`config.mk`:
```
export PLATFORM = sky130hd
export DESIGN_NAME = ccip_receiver
export DESIGN_NICKNAME = d
export VERILOG_FILES = /design/src/rtl/ccip_receiver_pkg.sv /design/src/rtl/ccip_receiver_flow_tracker.sv /design/src/rtl/ccip_receiver.sv
export SDC_FILE = /design/constraint.sdc
export NUM_CORES = 1
export LEC_CHECK = 0
export ABC_AREA = 1
export BUFFER_PORTS_ARGS = -buffer_cell sky130_fd_sc_hd__buf_2
export CORE_AREA = 2 2 331 333
export DETAILED_ROUTE_END_ITERATION = 10
export DIE_AREA = 0 0 333 335
export GPL_ROUTABILITY_DRIVEN = 0
export SETUP_SLACK_MARGIN = 0.2
export SLEW_MARGIN = 10
export SYNTH_ARGS = -nofsm -noshare
export SYNTH_HDL_FRONTEND = slang
export SYNTH_SLANG_ARGS = --single-unit
```
`constraint.sdc`:
```
create_clock -name clk -period 2.9 [get_ports clk]
set_clock_uncertainty 0.15 [all_clocks]
set_input_delay 0.725 -clock clk [delete_from_list [all_inputs] [get_ports clk]]
set_output_delay 0.725 -clock clk [all_outputs]
set_load 0.05 [all_outputs]
```
`src/rtl/ccip_receiver_pkg.sv`:
```
// ccip_receiver_pkg
//   Shared definitions for the CCI-P RPC receiver: the minimal CCI-P c0
//   channel types the receiver touches, the RPC record (RpcIf), the
//   rx-slot flag bit index and the read-outstanding limit.
//   No ports (package).
package ccip_receiver_pkg;

  // ---------------- CCI-P c0 channel subset ----------------
  typedef logic [41:0] t_ccip_clAddr;
  typedef logic [15:0] t_ccip_mdata;

  typedef enum logic [1:0] {
    eVC_VA  = 2'h0,
    eVC_VL0 = 2'h1,
    eVC_VH0 = 2'h2,
    eVC_VH1 = 2'h3
  } t_ccip_vc;

  typedef enum logic [1:0] {
    eCL_LEN_1 = 2'h0,
    eCL_LEN_2 = 2'h1,
    eCL_LEN_4 = 2'h3
  } t_ccip_clLen;

  typedef enum logic [3:0] {
    eREQ_RDLINE_I = 4'h0,
    eREQ_RDLINE_S = 4'h1
  } t_ccip_c0_req;

  typedef enum logic [3:0] {
    eRSP_RDLINE = 4'h0,
    eRSP_UMSG   = 4'h4
  } t_ccip_c0_rsp;

  typedef struct packed {
    t_ccip_vc     vc_sel;
    logic [1:0]   rsvd1;
    t_ccip_clLen  cl_len;
    t_ccip_c0_req req_type;
    logic [5:0]   rsvd0;
    t_ccip_clAddr address;
    t_ccip_mdata  mdata;
  } t_ccip_c0_ReqMemHdr;

  typedef struct packed {
    t_ccip_vc     vc_used;
    logic         rsvd1;
    logic         hit_miss;
    logic [1:0]   rsvd0;
    logic [1:0]   cl_num;
    t_ccip_c0_rsp resp_type;
    t_ccip_mdata  mdata;
  } t_ccip_c0_RspMemHdr;

  typedef struct packed {
    t_ccip_c0_ReqMemHdr hdr;
    logic               valid;
  } t_if_ccip_c0_Tx;

  typedef struct packed {
    t_ccip_c0_RspMemHdr hdr;
    logic [511:0]       data;
    logic               rspValid;
    logic               mmioRdValid;
    logic               mmioWrValid;
  } t_if_ccip_c0_Rx;

  // ---------------- NIC definitions ----------------
  typedef struct packed {
    logic [31:0] rpc_id;
    logic [31:0] fn_id;
    logic [63:0] arg0;
    logic [63:0] arg1;
  } RpcIf;

  localparam int SLOT_FLAG_BIT   = 511;
  localparam int MAX_OUTSTANDING = 8;

  typedef enum logic { RxIdle = 1'b0, RxPoll = 1'b1 } t_rx_state;

endpackage

```
`src/rtl/ccip_receiver_flow_tracker.sv`:
```
// rx_flow_tracker
//   Per-flow bookkeeping for the receiver: a pending bit per flow (a read is
//   in flight), the flag value expected for the next fresh RPC per flow, and
//   the total count of reads in flight.
// Ports
//   clk, reset        clock, synchronous active-high reset
//   issue_i/_flow_i   a read is being issued for issue_flow_i
//   release_i/_flow_i a valid response for release_flow_i is being retired
//   toggle_i          the retired response was fresh: flip its expected flag
//   pending_o         per-flow read-in-flight bits
//   exp_flag_o        per-flow expected slot flag (reset to all ones)
//   outstanding_o     reads in flight (0..8)
module rx_flow_tracker #(
  parameter int NFLOWS = 2,
  parameter int FW     = 1
) (
  input  logic              clk,
  input  logic              reset,
  input  logic              issue_i,
  input  logic [FW-1:0]     issue_flow_i,
  input  logic              release_i,
  input  logic [FW-1:0]     release_flow_i,
  input  logic              toggle_i,
  output logic [NFLOWS-1:0] pending_o,
  output logic [NFLOWS-1:0] exp_flag_o,
  output logic [3:0]        outstanding_o
);

  logic [NFLOWS-1:0] pending_q, pending_d;
  logic [NFLOWS-1:0] exp_q, exp_d;
  logic [3:0]        out_q, out_d;

  // Issue and release never target the same flow in one cycle (issue needs
  // pending=0, release needs pending=1), so the two updates are independent.
  // The issuer refuses at 8 in flight, which keeps out_q within 0..8.
  always_comb begin
    pending_d = pending_q;
    exp_d     = exp_q;
    out_d     = out_q;
    if (release_i) pending_d[release_flow_i] = 1'b0;
    if (issue_i)   pending_d[issue_flow_i]   = 1'b1;
    if (toggle_i)  exp_d[release_flow_i]     = ~exp_q[release_flow_i];
    case ({issue_i, release_i})
      2'b10:   out_d = out_q + 4'd1;
      2'b01:   out_d = out_q - 4'd1;
      default: out_d = out_q;
    endcase
  end

  always_ff @(posedge clk) begin
    if (reset) begin
      pending_q <= '0;
      exp_q     <= '1;
      out_q     <= '0;
    end else begin
      pending_q <= pending_d;
      exp_q     <= exp_d;
      out_q     <= out_d;
    end
  end

  assign pending_o     = pending_q;
  assign exp_flag_o    = exp_q;
  assign outstanding_o = out_q;

endmodule

```
`src/rtl/ccip_receiver.sv`:
```
// ccip_receiver
//   Polls one host-memory rx slot per flow over CCI-P c0 reads and delivers
//   each newly written RPC (slot flag toggled since the last delivery) as a
//   one-cycle strobe. At most one read per flow and 8 reads overall in flight.
// Ports
//   clk, reset             clock, synchronous active-high reset
//   number_of_flows        index of the last active flow
//   rx_base_addr           CL address of flow 0's slot (flow f at +f)
//   start                  enables polling
//   sRx_c0TxAlmFull        c0 request channel almost full
//   sTx_c0 / sRx_c0        c0 read requests / responses
//   rpc_out, rpc_valid_out, rpc_flow_id_out   delivered RPC strobe
//   error                  sticky: response with no matching read in flight
// Build option
//   CCIP_RX_STATS_EN adds stat_rpc_cnt / stat_stale_cnt (32-bit, wrapping)
//   counting delivered and stale responses.
// mdata[15:8] carries NIC_ID so host-side traces identify the NIC; this
// needs LMAX_NUM_OF_FLOWS <= 8.
module ccip_receiver
  import ccip_receiver_pkg::*;
#(
  parameter int NIC_ID            = 0,
  parameter int LMAX_NUM_OF_FLOWS = 1
) (
  input  logic                         clk,
  input  logic                         reset,
  input  logic [LMAX_NUM_OF_FLOWS-1:0] number_of_flows,
  input  t_ccip_clAddr                 rx_base_addr,
  input  logic                         start,
  input  logic                         sRx_c0TxAlmFull,
  output t_if_ccip_c0_Tx               sTx_c0,
  input  t_if_ccip_c0_Rx               sRx_c0,
  output RpcIf                         rpc_out,
  output logic                         rpc_valid_out,
  output logic [LMAX_NUM_OF_FLOWS-1:0] rpc_flow_id_out,
  output logic                         error
`ifdef CCIP_RX_STATS_EN
  ,
  output logic [31:0]                  stat_rpc_cnt,
  output logic [31:0]                  stat_stale_cnt
`endif
);

  localparam int          MAX_RX_FLOWS = 2**LMAX_NUM_OF_FLOWS;
  localparam int          FW           = LMAX_NUM_OF_FLOWS;
  localparam logic [7:0]  NIC_TAG      = 8'(NIC_ID);

  t_rx_state          state_q, state_d;
  logic [FW-1:0]      poll_cnt_q, poll_cnt_d;
  t_if_ccip_c0_Tx     tx_q, tx_d;
  RpcIf               rpc_q, rpc_d;
  logic               rpc_vld_q;
  logic [FW-1:0]      rpc_flow_q, rpc_flow_d;
  logic               err_q, err_d;

  logic [MAX_RX_FLOWS-1:0] pending, exp_flag;
  logic [3:0]              outstanding;

  logic          issue;
  logic          rsp_acc, rsp_bad, rsp_ok, rsp_fresh;
  logic [FW-1:0] rsp_flow;

  // ---------------- poll FSM ----------------
  always_comb begin
    state_d = state_q;
    case (state_q)
      RxIdle:  if (start)  state_d = RxPoll;
      RxPoll:  if (!start) state_d = RxIdle;
      default: state_d = RxIdle;
    endcase
  end

  // Scan visits every flow once per round regardless of whether it issues;
  // >= also recovers if number_of_flows shrinks below the current position.
  always_comb begin
    poll_cnt_d = poll_cnt_q;
    if (state_q == RxPoll)
      poll_cnt_d = (poll_cnt_q >= number_of_flows) ? '0 : poll_cnt_q + 1'b1;
  end

  assign issue = (state_q == RxPoll) && !sRx_c0TxAlmFull && !pending[poll_cnt_q]
              && (outstanding < 4'(MAX_OUTSTANDING));

  always_comb begin
    tx_d              = '0;
    tx_d.valid        = issue;
    tx_d.hdr.vc_sel   = eVC_VH0;
    tx_d.hdr.cl_len   = eCL_LEN_1;
    tx_d.hdr.req_type = eREQ_RDLINE_I;
    tx_d.hdr.address  = rx_base_addr + t_ccip_clAddr'(poll_cnt_q);
    tx_d.hdr.mdata    = {NIC_TAG, 8'(poll_cnt_q)};
  end

  // ---------------- response path ----------------
  assign rsp_acc   = sRx_c0.rspValid && (sRx_c0.hdr.resp_type == eRSP_RDLINE);
  assign rsp_flow  = sRx_c0.hdr.mdata[FW-1:0];
  // A read response we never asked for (or lost across reset) must not
  // corrupt the counters.
  assign rsp_bad   = rsp_acc && (!pending[rsp_flow] || (outstanding == 4'd0));
  assign rsp_ok    = rsp_acc && !rsp_bad;
  assign rsp_fresh = rsp_ok && (sRx_c0.data[SLOT_FLAG_BIT] == exp_flag[rsp_flow]);

  always_comb begin
    rpc_d      = rpc_q;
    rpc_flow_d = rpc_flow_q;
    err_d      = err_q | rsp_bad;
    if (rsp_fresh) begin
      rpc_d      = RpcIf'(sRx_c0.data[$bits(RpcIf)-1:0]);
      rpc_flow_d = rsp_flow;
    end
  end

  rx_flow_tracker #(
    .NFLOWS (MAX_RX_FLOWS),
    .FW     (FW)
  ) u_trk (
    .clk            (clk),
    .reset          (reset),
    .issue_i        (issue),
    .issue_flow_i   (poll_cnt_q),
    .release_i      (rsp_ok),
    .release_flow_i (rsp_flow),
    .toggle_i       (rsp_fresh),
    .pending_o      (pending),
    .exp_flag_o     (exp_flag),
    .outstanding_o  (outstanding)
  );

  always_ff @(posedge clk) begin
    if (reset) begin
      state_q    <= RxIdle;
      poll_cnt_q <= '0;
      tx_q       <= '0;
      rpc_q      <= '0;
      rpc_vld_q  <= 1'b0;
      rpc_flow_q <= '0;
      err_q      <= 1'b0;
    end else begin
      state_q    <= state_d;
      poll_cnt_q <= poll_cnt_d;
      tx_q       <= tx_d;
      rpc_q      <= rpc_d;
      rpc_vld_q  <= rsp_fresh;
      rpc_flow_q <= rpc_flow_d;
      err_q      <= err_d;
    end
  end

  assign sTx_c0          = tx_q;
  assign rpc_out         = rpc_q;
  assign rpc_valid_out   = rpc_vld_q;
  assign rpc_flow_id_out = rpc_flow_q;
  assign error           = err_q;

`ifdef CCIP_RX_STATS_EN
  logic [31:0] stat_rpc_q, stat_stale_q;
  logic        rsp_stale;
  assign rsp_stale = rsp_ok && !rsp_fresh;

  always_ff @(posedge clk) begin
    if (reset) begin
      stat_rpc_q   <= '0;
      stat_stale_q <= '0;
    end else begin
      if (rsp_fresh) stat_rpc_q   <= stat_rpc_q + 32'd1;
      if (rsp_stale) stat_stale_q <= stat_stale_q + 32'd1;
    end
  end

  assign stat_rpc_cnt   = stat_rpc_q;
  assign stat_stale_cnt = stat_stale_q;
`endif

  // Header fields, upper mdata/data bits and MMIO strobes are not needed.
  logic unused_rx;
  assign unused_rx = ^{sRx_c0};

endmodule

```
==> results of run 1 <==
-- worst max-delay path: cells and delay by family, from the launching register on --
kind / cells / cell delay (ns)
buffers and inverters: 2 / 0.33
AOI/OAI and AO/OA: 1 / 0.08
DFF: 1 / 0.38
adders and majority gates: 2 / 0.40
and+or+nand+nor: 5 / 0.96
-- metal layers --
metal,GRT usage,up-vias,part of all wire
met4,0.0391,4,0.041
li1,-,5332,-
met1,0.0855,4812,0.37
met3,0.0317,88,0.11
met2,0.136,542,0.48
met5,0,-,0.00050
-- cell families (layout without fill, tap and decap cells) --
family / Yosys count / after routing
xor gates and xnor gates: 14 / 14
other: 1 / 34
adders and majority gates: 5 / 5
DFF: 250 / 250
and+or+nand+nor: 679 / 679
AOI/OAI and AO/OA: 226 / 226
buffers and inverters: 169 / 639
-- metrics by stage --
| stage | worst slack (ns) | power (mW) | instances |
|---|---|---|---|
| final | 0.548 | 8.69 | 3261 |
| after global routing | 0.254 | 9.10 | 3259 |
| after CTS | 0.586 | 8.93 | 3257 |
| after detailed placement | 0.0766 | 4.36 | 3195 |
| after global placement | 0.0584 | 4.36 | 3195 |
| after floorplan | 0.212 | 4.03 | 1373 |
-- registers in the layout (all words and copies together), names as in the netlist --
signal / flops
u_trk.outstanding_o: 4
poll_cnt_q: 1
u_trk.exp_flag_o: 2
state_q: 1
u_trk.pending_o: 2
error: 1
rpc_out: 192
rpc_valid_out: 1
sTx_c0: 45
rpc_flow_id_out: 1
-- cell usage in the layout, fill, tap and decap left out, types with 3 or more instances in the layout --
master | netlist | final
a21oi_1 | 216 | 216
buf_12 | 0 | 12
buf_2 | 38 | 484
buf_4 | 48 | 32
bufinv_16 | 0 | 3
clkbuf_1 | 32 | 3
clkbuf_16 | 0 | 34
clkbuf_8 | 0 | 7
clkinv_2 | 0 | 5
conb_1 | 1 | 30
dfxtp_1 | 250 | 250
diode_2 | 0 | 4
ha_1 | 5 | 5
inv_1 | 47 | 47
inv_6 | 0 | 4
nand2_1 | 322 | 322
nand3_1 | 221 | 221
nand3b_1 | 6 | 6
nand4_1 | 8 | 8
nor2_1 | 107 | 107
nor3_1 | 5 | 5
o21ai_0 | 7 | 7
xnor2_1 | 5 | 5
xor2_1 | 8 | 8
-- layout make-up --
type                    instances  area share
multi-input cells             954       0.284
diodes                          4    0.000649
well taps                    1414       0.115
inverters                      48      0.0117
clock buffers                  43      0.0612
clock inverters                19      0.0144
flip-flops and latches        250       0.324
repair buffers                529       0.189
-- worst max path at each step --
stage	start	end	slack, ns
2_1_floorplan	sRx_c0[515]	u_trk.outstanding_o[2]$_SDFFE_PP0P_	0.21
3_3_place_gp	rx_base_addr[0]	sTx_c0[39]$_SDFF_PP0_	0.06
3_5_place_dp	rx_base_addr[0]	sTx_c0[39]$_SDFF_PP0_	0.08
4_1_cts	poll_cnt_q$_SDFFE_PP0P_	sTx_c0[39]$_SDFF_PP0_	0.59
5_1_grt	u_trk.outstanding_o[3]$_SDFFE_PP0P_	u_trk.outstanding_o[2]$_SDFFE_PP0P_	0.25
6_report	poll_cnt_q$_SDFFE_PP0P_	sTx_c0[39]$_SDFF_PP0_	0.55
-- power by group through the flow --
| stage | clock network (mW) | logic [mW] | registers, mW |
|---|---|---|---|
| 2_1_floorplan | 0 | 0.347 | 3.69 |
| 3_3_place_gp | 0 | 0.798 | 3.56 |
| 3_5_place_dp | 0 | 0.800 | 3.56 |
| 4_1_cts | 4.64 | 0.802 | 3.49 |
| 5_1_grt | 4.75 | 0.853 | 3.49 |
| 6_report | 4.42 | 0.788 | 3.49 |
==> summary.md, run 1 <==
| Metric | Value |
|---|---|
| Result of the run | finished clean |
| CTS Hold Bufs | 0 |
| Critical path data arrival time | 2.73 ns |
| Average routed wire per standard cell | 14.1 um |
| Biggest area contributors in the synthesized netlist | dfxtp_1 49%, nand2_1 12%, nand3_1 11%, a21oi_1 11%, nor2_1 4.0% |
| Synth Area per Inst | 7.54 um^2 |
| Maximum clock insertion buffer count | 3 |
| Detailed-route wire length | 46100 um |
| Multiplexer area fraction after synthesis | 0 |
| CTS tree | done |
| Synthesized-area fraction occupied by xor and xnor cells | 0.0140 |
| Setup repair bufs after CTS | 0 |
| Maximum cell stage delay along the critical path | 0.38 ns |
| Dominant combinational cell family by area after synthesis | simple AND/OR/NAND/NOR gates |
| Clock edge transition at the registers on the reported setup and hold paths | 0.05 ns |
| Actual transition at the worst max-transition pin | 1.00 ns |
| Worst hold margin | 0.212 ns |
| Max IR drop VDD | 0.332 mV |
| Flop and latch count out of synthesis | 250 |
| RSZ-0062 raised after global routing | false |
| Dominant synthesized flop cell | dfxtp_1 |
| Critical hold path startpoint | start |
| Area share of and/or/nand/nor cells after synthesis | 0.287 |
| Proportion of netlist area held by the largest area contributor | 0.494 |
| Layout overhead on the synthesized area | 52.2% |
| Total track usage | 0.0796 |
| Clock latency on the worst-skew pair | 0.58 ns |
| Fraction of layout instances using a drive strength above 1 | 0.324 |
| DRC marker count from the first detailed-route iteration | 392 |
| # IOs | 860 |
| Port bufs | 485 |
| Number of vias per cell after detailed routing | 3.31 |
| Core outline area | 108000 um^2 |
| Comb pwr share | 0.091 |
| Launching point of the worst reg2reg path | poll_cnt_q$_SDFFE_PP0P_ |
| Path category of the worst min-delay check | in2reg |
| Category of the critical setup timing path | reg2reg |
| Synth unique cells | 32 |
| Clock share of power | 0.508 |
| Endpoint type of the worst setup path | flip-flop |
| Cts bufs inserted | 34 |
| Cells along the critical path | ha_1, ha_1, nand3_1, nor2_1, nand2_1, nor3_1, buf_4, o21ai_0, nor2_1, buf_4 |
| Hold Vio Cnt, Final | 0 |
| Top cells by count, synth | 322 x nand2_1, 250 x dfxtp_1, 221 x nand3_1 |
| Max-cap viol count | 0 |
| CTS resizes | 0 |
| Max stage delay cell, worst path | dfxtp_1 |
| Final worst-path cycle share | 0.811 |
| Root buffer cell | clkbuf_16 |
| Sequential element share of the synthesized area | 0.494 |
| Net switching power | 2.38 mW |
| Pins over their slew limit | 0 |
| Finished Cell Area | 15400 um^2 |
| Height of the die | 335 um |
| Area taken by multi-input logic gates | 4380 um^2 |
| Total number of H-tree levels | 2 |
| Worst-path fanout max | 4 |
| Post-synthesis compound-gate area fraction | 0.112 |
| Critical Path Source Type | flip-flop |
| Hold Path Cell Cnt | 3 |
| Max Clk Rate | 425 MHz |
| Share of synthesized cell area in full adder, half adder and majority cells | 0.00617 |
| Initial core utilization | 0.0937 |
| Setup tns final | 0 ns |
| Overall die width | 333 um |
| Rows | 121 |
| Cell Int Power | 6.32 mW |
| Endpoint of the lowest-slack register-to-register path | sTx_c0[39]$_SDFF_PP0_ |
| Number of enable flip-flop cells after synthesis | 0 |
| Worst relative slew slack | 0.332 |
| Summed instance area of the synthesized netlist | 10100 um^2 |
| Via count of the first global-routing pass | 10242 |
| Final core area utilization | 0.143 |
| Static leakage power | 6.46 nW |
| Combined flip-flop and latch cell area | 5000 um^2 |
| Destination of the worst hold path | state_q$_SDFF_PP0_ |
| Setup-violating endpoint count in the final report | 0 |
| Number of nets in the finished design | 2412 |
| Most used standard cell by instance count after synthesis | nand2_1 |
| Cell type with the largest total area after synthesis | dfxtp_1 |
| First-pass GRT wire length | 65800 um |
| Worst Path Required | 3.28 ns |
| DRC Markers | 0 |
| First-pass iteration count of the detailed router | 4 |
| Number of antenna violations at the first check in global routing | 22 |
| Switching part of the total power | 0.273 |
| Post-synthesis cell count | 1344 |
| Grt total ovfl | 0 |
| Placed wire-length estimate | 35500 um |
| # clock sinks | 250 |
| Async set-reset flop share out of synthesis | 0 |
| Power density of the placed cells | 564 nW/um^2 |
| Die area | 112000 um^2 |
| Synth Warn # | 0 |
| Length in cells of the worst reg-to-reg path | 10 |
| Pin count of the biggest net entering global routing | 149 |
| Setup slack, reg-to-reg | 0.55 ns |
| Relative contribution of sequential cells to total power | 0.401 |
| Antenna Nets Post-Route | 0 |
| Total via count in the routed design | 10778 |
| Placed instance area | 14200 um^2 |
| Filler Cell Count | 12427 |
| Minimum clock period after layout | 2.35 ns |
Note: power is estimated with default switching activity, not from simulation.
==> run 2: changes to the inputs <==
clock period = 2.3 ns   (was 2.9 ns; I/O delays follow)
==> run 2 against run 1 <==
Effect of this change: sequential power grew 26%; via count up 1.0%; critical path depth up 4; maximum frequency increased by 17%; non-clock buffer count grew 22; clock power is 30% higher; largest cell class unchanged.
==> summary.md, run 2 (synthesis gave the netlist of run 1 again) <==
| Metric | Value |
|---|---|
| Result of the run | finished clean (unchanged) |
| Root buffer cell | clkbuf_16 (unchanged) |
| Via count of the first global-routing pass | 10372 (was 10242) |
| Max FFs per register | 192 (unchanged) |
| Initial core utilization | 0.0937 (unchanged) |
| # IOs | 860 (unchanged) |
| Detailed-route wire length | 45200 um (was 46100 um) |
| Total number of H-tree levels | 2 (unchanged) |
| Total via count in the routed design | 10888 (was 10778) |
| Number of nets in the finished design | 2436 (was 2412) |
| Total track usage | 0.0774 (was 0.0796) |
| Average routed wire per standard cell | 13.7 um (was 14.1 um) |
| Placed instance area | 14500 um^2 (was 14200 um^2) |
| Number of vias per cell after detailed routing | 3.31 (about the same) |
| First-pass iteration count of the detailed router | 5 (was 4) |
| Power density of the placed cells | 706 nW/um^2 (was 564 nW/um^2) |
| Layout overhead on the synthesized area | 56.2% (was 52.2%) |
| CTS tree | done (unchanged) |
| Worst-case setup margin in the final layout | 0.285 ns (was 0.548 ns) |
| Worst Path Required | 2.62 ns (was 3.28 ns) |
| Setup-violating endpoint count in the final report | 0 (unchanged) |
| Height of the die | 335 um (unchanged) |
| Fraction of layout instances using a drive strength above 1 | 0.342 (was 0.324) |
| Path category of the worst min-delay check | in2reg (unchanged) |
| Clock edge transition at the registers on the reported setup and hold paths | 0.06 ns (was 0.05 ns) |
| Maximum clock insertion buffer count | 3 (unchanged) |
| Critical path data arrival time | 2.33 ns (was 2.73 ns) |
| Length in cells of the worst reg-to-reg path | 14 (was 10) |
| Placed wire-length estimate | 34800 um (was 35500 um) |
| Max-cap viol count | 0 (unchanged) |
| Minimum clock period after layout | 2.01 ns (was 2.35 ns) |
| Max Clk Rate | 496 MHz (was 425 MHz) |
| DRC Markers | 0 (unchanged) |
| Grt total ovfl | 0 (unchanged) |
| Port bufs | 485 (unchanged) |
| Worst relative slew slack | 0.502 (was 0.332) |
| Actual transition at the worst max-transition pin | 0.747 ns (was 1.00 ns) |
| Max IR drop VDD | 0.644 mV (was 0.332 mV) |
| RSZ-0062 raised after global routing | false (unchanged) |
| Pin count of the biggest net entering global routing | 142 (was 149) |
| Category of the critical setup timing path | reg2reg (unchanged) |
| Static leakage power | 6.62 nW (was 6.46 nW) |
| Final core area utilization | 0.146 (was 0.143) |
| Number of antenna violations at the first check in global routing | 32 (was 22) |
| Core outline area | 108000 um^2 (unchanged) |
| Rows | 121 (unchanged) |
| Non-filler instance count after layout | 3291 (was 3261) |
| Leading cell type in the layout, fill and taps excluded | buf_2 (unchanged) |
| Die area | 112000 um^2 (unchanged) |
| Worst slack after detailed placement | -0.153 ns (was 0.0766 ns) |
| Clock latency on the worst-skew pair | 0.57 ns (was 0.58 ns) |
| # clock sinks | 250 (unchanged) |
| Endpoint type of the worst setup path | flip-flop (unchanged) |
| Critical Path Source Type | flip-flop (unchanged) |
| Hold Vio Cnt, Final | 0 (unchanged) |
| Overall power after layout | 11.2 mW (was 8.69 mW) |
| Finished Cell Area | 15800 um^2 (was 15400 um^2) |
| First-pass GRT wire length | 64300 um (was 65800 um) |
| Dpl cells | 3214 (was 3195) |
| Final worst-path cycle share | 0.876 (was 0.811) |
| Pins over their slew limit | 0 (unchanged) |
| Highest-count cells in the layout ignoring fill and taps | 479 x buf_2, 321 x nand2_1, 248 x dfxtp_1, 220 x nand3_1, 215 x a21oi_1 (was 484 x buf_2, 322 x nand2_1, 250 x dfxtp_1, 221 x nand3_1, 216 x a21oi_1) |
| Worst-path fanout max | 4 (unchanged) |
| Overall die width | 333 um (unchanged) |
| Antenna Nets Post-Route | 0 (unchanged) |
| DRC marker count from the first detailed-route iteration | 445 (was 392) |
| Cts bufs inserted | 36 (was 34) |
| Hold Path Cell Cnt | 3 (unchanged) |
run 2: changes by cell type in the layout (fill, tap and decap cells not counted), moves of 3 or more:
cell / delta
buf_2: -5
ha_1: -4
diode_2: +6
nor2_2: +5
clkbuf_16: +4
buf_4: +17
clkinv_4: +3
buf_12: +5
inv_6: -3
nor2_1: -5
run 2: power breakdown:
group	switching, mW	leakage [nW]	internal [mW]
clock	2.27	0.602	3.49
combinational	0.698	3.99	0.304
sequential	0.0194	2.03	4.38
total	2.99	6.62	8.18
run 2: final cells by class:
class | instances | area (um^2)
diodes | 10 | 25.0
multi-input cells | 954 | 4440
clock inverters | 15 | 170
fillers | 12427 | 92300
flip-flops and latches | 250 | 5010
inverters | 48 | 180
clock buffers | 49 | 1060
well taps | 1414 | 1770
repair buffers | 551 | 3170
run 2: repair_timing:
action,4_1_cts,5_1_grt
hold buffers,1,0
buffers inserted,1,1
hold endpoints to repair,1,0
gates resized for setup,4,18
endpoints found under the setup margin,5,205
pin swaps,1,7
run 2: through the flow:
step	setup TNS, ns	hold WS [ns]
finish	0	0.110
global route	0	0.0547
CTS	0	0.0344
detailed placement	-13.46	0.292
global placement	-11.37	0.289
floorplan	-0.0237	0.279
run 2: critical path, cell delays in order, from the launching register on:
cell	delay [ns]
dfxtp_1	0.33
inv_2	0.07
nand2_1	0.07
nor2_2	0.15
nand2_1	0.09
and2_4	0.18
ha_4	0.17
nand2_1	0.06
inv_1	0.05
nor2_2	0.11
ha_2	0.18
a21oi_2	0.03
xnor2_1	0.12
o21ai_1	0.11
inv_1	0.05
run 2: metal layers:
metal / up-vias / global-route usage / routed length, um
li1: 5384 / - / -
met1: 4879 / 0.0785 / 16500
met2: 507 / 0.125 / 20600
met3: 112 / 0.0431 / 5670
met4: 6 / 0.0452 / 2370
met5: - / 0 / 39
run 2: path summary, 6_finish.rpt:
path / start / endpoint / slack (ns)
hold / removal: rx_base_addr[11] / sTx_c0[28]$_SDFF_PP0_ / 0.11
hold reg to reg: error$_SDFF_PP0_ / error$_SDFF_PP0_ / 0.30
setup reg to reg: u_trk.outstanding_o[3]$_SDFFE_PP0P_ / u_trk.outstanding_o[2]$_SDFFE_PP0P_ / 0.29
setup / recovery: u_trk.outstanding_o[3]$_SDFFE_PP0P_ / u_trk.outstanding_o[2]$_SDFFE_PP0P_ / 0.29
==> run 3: changes to the inputs <==
BUFFER_PORTS_ARGS = unset   (was -buffer_cell sky130_fd_sc_hd__buf_2)
CORE_AREA = 2 2 337 339   (was 2 2 331 333)
DIE_AREA = 0 0 339 341   (was 0 0 333 335)
DONT_BUFFER_PORTS = 1   (was unset)
==> run 3 against run 2 <==
Effect of this change: register-to-register slack about the same; wire length grew 8.2%; sequential share of layout area up 0.68 points; total power decreased by 4.9%; sequential cell count stayed put; die area grew 3.6%; clock power down 9.7%; final cell count is 5.7% lower; first-iteration DRC count rose by 1.3%; worst hold slack worse by 0.081 ns; largest power group unchanged.
==> summary.md, run 3 (synthesis gave the netlist of run 1 again) <==
| Metric | Value |
|---|---|
| Antenna Nets Post-Route | 0 (unchanged) |
| Minimum clock period after layout | 2.03 ns (was 2.01 ns) |
| Critical Path Source Type | flip-flop (unchanged) |
| Category of the critical setup timing path | reg2out (was reg2reg) |
| Number of nets in the finished design | 2168 (was 2436) |
| Height of the die | 341 um (was 335 um) |
| Clock share of power | 0.490 (was 0.516) |
| Worst hold margin | 0.0293 ns (was 0.110 ns) |
| Cell Int Power | 7.79 mW (was 8.18 mW) |
| Power density of the placed cells | 683 nW/um^2 (was 706 nW/um^2) |
| Worst relative slew slack | 0.480 (was 0.502) |
| Max IR drop VDD | 0.652 mV (was 0.644 mV) |
| Switching part of the total power | 0.266 (was 0.268) |
| Grt total ovfl | 0 (unchanged) |
| Final core area utilization | 0.139 (was 0.146) |
| Setup tns final | 0 ns (unchanged) |
| DRC marker count from the first detailed-route iteration | 451 (was 445) |
| Rows | 123 (was 121) |
| Placed instance area | 12000 um^2 (was 14500 um^2) |
| Detailed route wirelength on metal2 | 24000 um (was 20600 um) |
| Number of antenna violations at the first check in global routing | 19 (was 32) |
| First-pass GRT wire length | 65500 um (was 64300 um) |
| # clock sinks | 250 (unchanged) |
| Critical path data arrival time | 1.31 ns (was 2.33 ns) |
| Maximum clock insertion buffer count | 3 (unchanged) |
| Total via count in the routed design | 10318 (was 10888) |
| Max FFs per register | 192 (unchanged) |
| Comb pwr share | 0.080 (was 0.090) |
| Total number of H-tree levels | 1 (was 2) |
| Worst-path fanout max | 2 (was 4) |
| Worst-case setup margin in the final layout | 0.269 ns (was 0.285 ns) |
| Detailed-route wire length | 48900 um (was 45200 um) |
| Uppermost signal routing layer after detailed routing | met5 (unchanged) |
| Setup-violating endpoint count in the final report | 0 (unchanged) |
| Core outline area | 112000 um^2 (was 108000 um^2) |
| Pins over their slew limit | 0 (unchanged) |
| Actual transition at the worst max-transition pin | 0.777 ns (was 0.747 ns) |
| Static leakage power | 5.21 nW (was 6.62 nW) |
| Cts bufs inserted | 30 (was 36) |
| Max-cap viol count | 0 (unchanged) |
| Net switching power | 2.83 mW (was 2.99 mW) |
| Max Clk Rate | 492 MHz (was 496 MHz) |
| Initial core utilization | 0.0906 (was 0.0937) |
| Result of the run | finished clean (unchanged) |
| Worst Path Required | 1.57 ns (was 2.62 ns) |
| Clock edge transition at the registers on the reported setup and hold paths | 0.06 ns (about the same) |
| First-pass iteration count of the detailed router | 7 (was 5) |
| Root buffer cell | clkbuf_16 (unchanged) |
| Finished Cell Area | 15500 um^2 (was 15800 um^2) |
| Final worst-path cycle share | 0.883 (was 0.876) |
| Pin count of the biggest net entering global routing | 228 (was 142) |
| RSZ-0062 raised after global routing | true (was false) |
| Number of vias per cell after detailed routing | 3.33 (was 3.31) |
| Highest-count cells in the layout ignoring fill and taps | 321 x nand2_1, 238 x dfxtp_1, 226 x dlygate4sd3_1, 218 x nand3_1, 215 x a21oi_1 (was 479 x buf_2, 321 x nand2_1, 248 x dfxtp_1, 220 x nand3_1, 215 x a21oi_1) |
| Leading cell type in the layout, fill and taps excluded | nand2_1 (was buf_2) |
| Die area | 116000 um^2 (was 112000 um^2) |
| DRC Markers | 0 (unchanged) |
| Port bufs | 0 (was 485) |
| Fraction of layout instances using a drive strength above 1 | 0.102 (was 0.342) |
| # IOs | 860 (unchanged) |
| Hold Vio Cnt, Final | 0 (unchanged) |
| CTS tree | done (unchanged) |
| Path category of the worst min-delay check | in2reg (unchanged) |
| Endpoint type of the worst setup path | output pin (was flip-flop) |
| Worst slack after detailed placement | 0.0166 ns (was -0.153 ns) |
| Relative contribution of sequential cells to total power | 0.430 (was 0.394) |
| Average routed wire per standard cell | 15.8 um (was 13.7 um) |
| Length of routed met3 wiring | 5160 um (was 5670 um) |
| Via count of the first global-routing pass | 9982 (was 10372) |
| Clock latency on the worst-skew pair | 0.61 ns (was 0.57 ns) |
| Total track usage | 0.0759 (was 0.0774) |
| Layout overhead on the synthesized area | 53.4% (was 56.2%) |
| Routed length on met1 | 17400 um (was 16500 um) |
| Overall die width | 339 um (was 333 um) |
| Placed wire-length estimate | 33300 um (was 34800 um) |
run 3: power groups by stage:
stage | Clock, mW | Sequential (mW) | Combinational [mW]
6_report | 5.20 | 4.57 | 0.851
5_1_grt | 5.54 | 4.57 | 0.912
4_1_cts | 5.42 | 4.57 | 0.725
3_5_place_dp | 0 | 4.66 | 0.445
3_3_place_gp | 0 | 4.67 | 0.444
2_1_floorplan | 0 | 4.65 | 0.440
run 3: metal layers:
| metal | global-route usage | vias to the layer above |
|---|---|---|
| met1 | 0.0766 | 4721 |
| met5 | 0 | - |
| met4 | 0.0344 | 2 |
| met3 | 0.0304 | 130 |
| li1 | - | 4837 |
| met2 | 0.137 | 628 |
run 3: cell type report:
cell class | instances | area [um^2]
Sequential cell | 250 | 5020
Clock inverter | 16 | 194
Timing Repair Buffer | 289 | 2910
Clock buffer | 39 | 876
Antenna cell | 7 | 17.5
Inverter | 48 | 180
Tap cell | 1500 | 1880
Multi-Input combinational cell | 954 | 4470
Fill cell | 12626 | 96300
run 3: final timing paths:
check	from	end	slack, ns	depth (start not counted)
worst min-delay path	rx_base_addr[16]	sTx_c0[33]$_SDFF_PP0_	0.03	2
worst max register to register	u_trk.outstanding_o[3]$_SDFFE_PP0P_	u_trk.outstanding_o[2]$_SDFFE_PP0P_	0.28	14
worst max-delay path	rpc_out[73]$_SDFFE_PP0N_	rpc_out[73]	0.27	0
worst min register to register	u_trk.pending_o[0]$_SDFF_PP0_	u_trk.pending_o[0]$_SDFF_PP0_	0.31	2
run 3: through the flow:
step           power, mW  cells
3_5_place_dp        5.11   2810
2_1_floorplan       5.09   1373
3_3_place_gp        5.11   2810
5_1_grt             11.0   3098
6_report            10.6   3103
4_1_cts             10.7   3040
run 3: timing repair:
| action | in CTS | in global routing |
|---|---|---|
| endpoints found under the setup margin | 13 | 204 |
| pin swaps | 1 | 4 |
| buffers inserted | 0 | 4 |
| hold buffers | 175 | 52 |
| endpoints found under the hold margin | 234 | 57 |
| cloned | 0 | 0 |
| gates resized for setup | 10 | 24 |
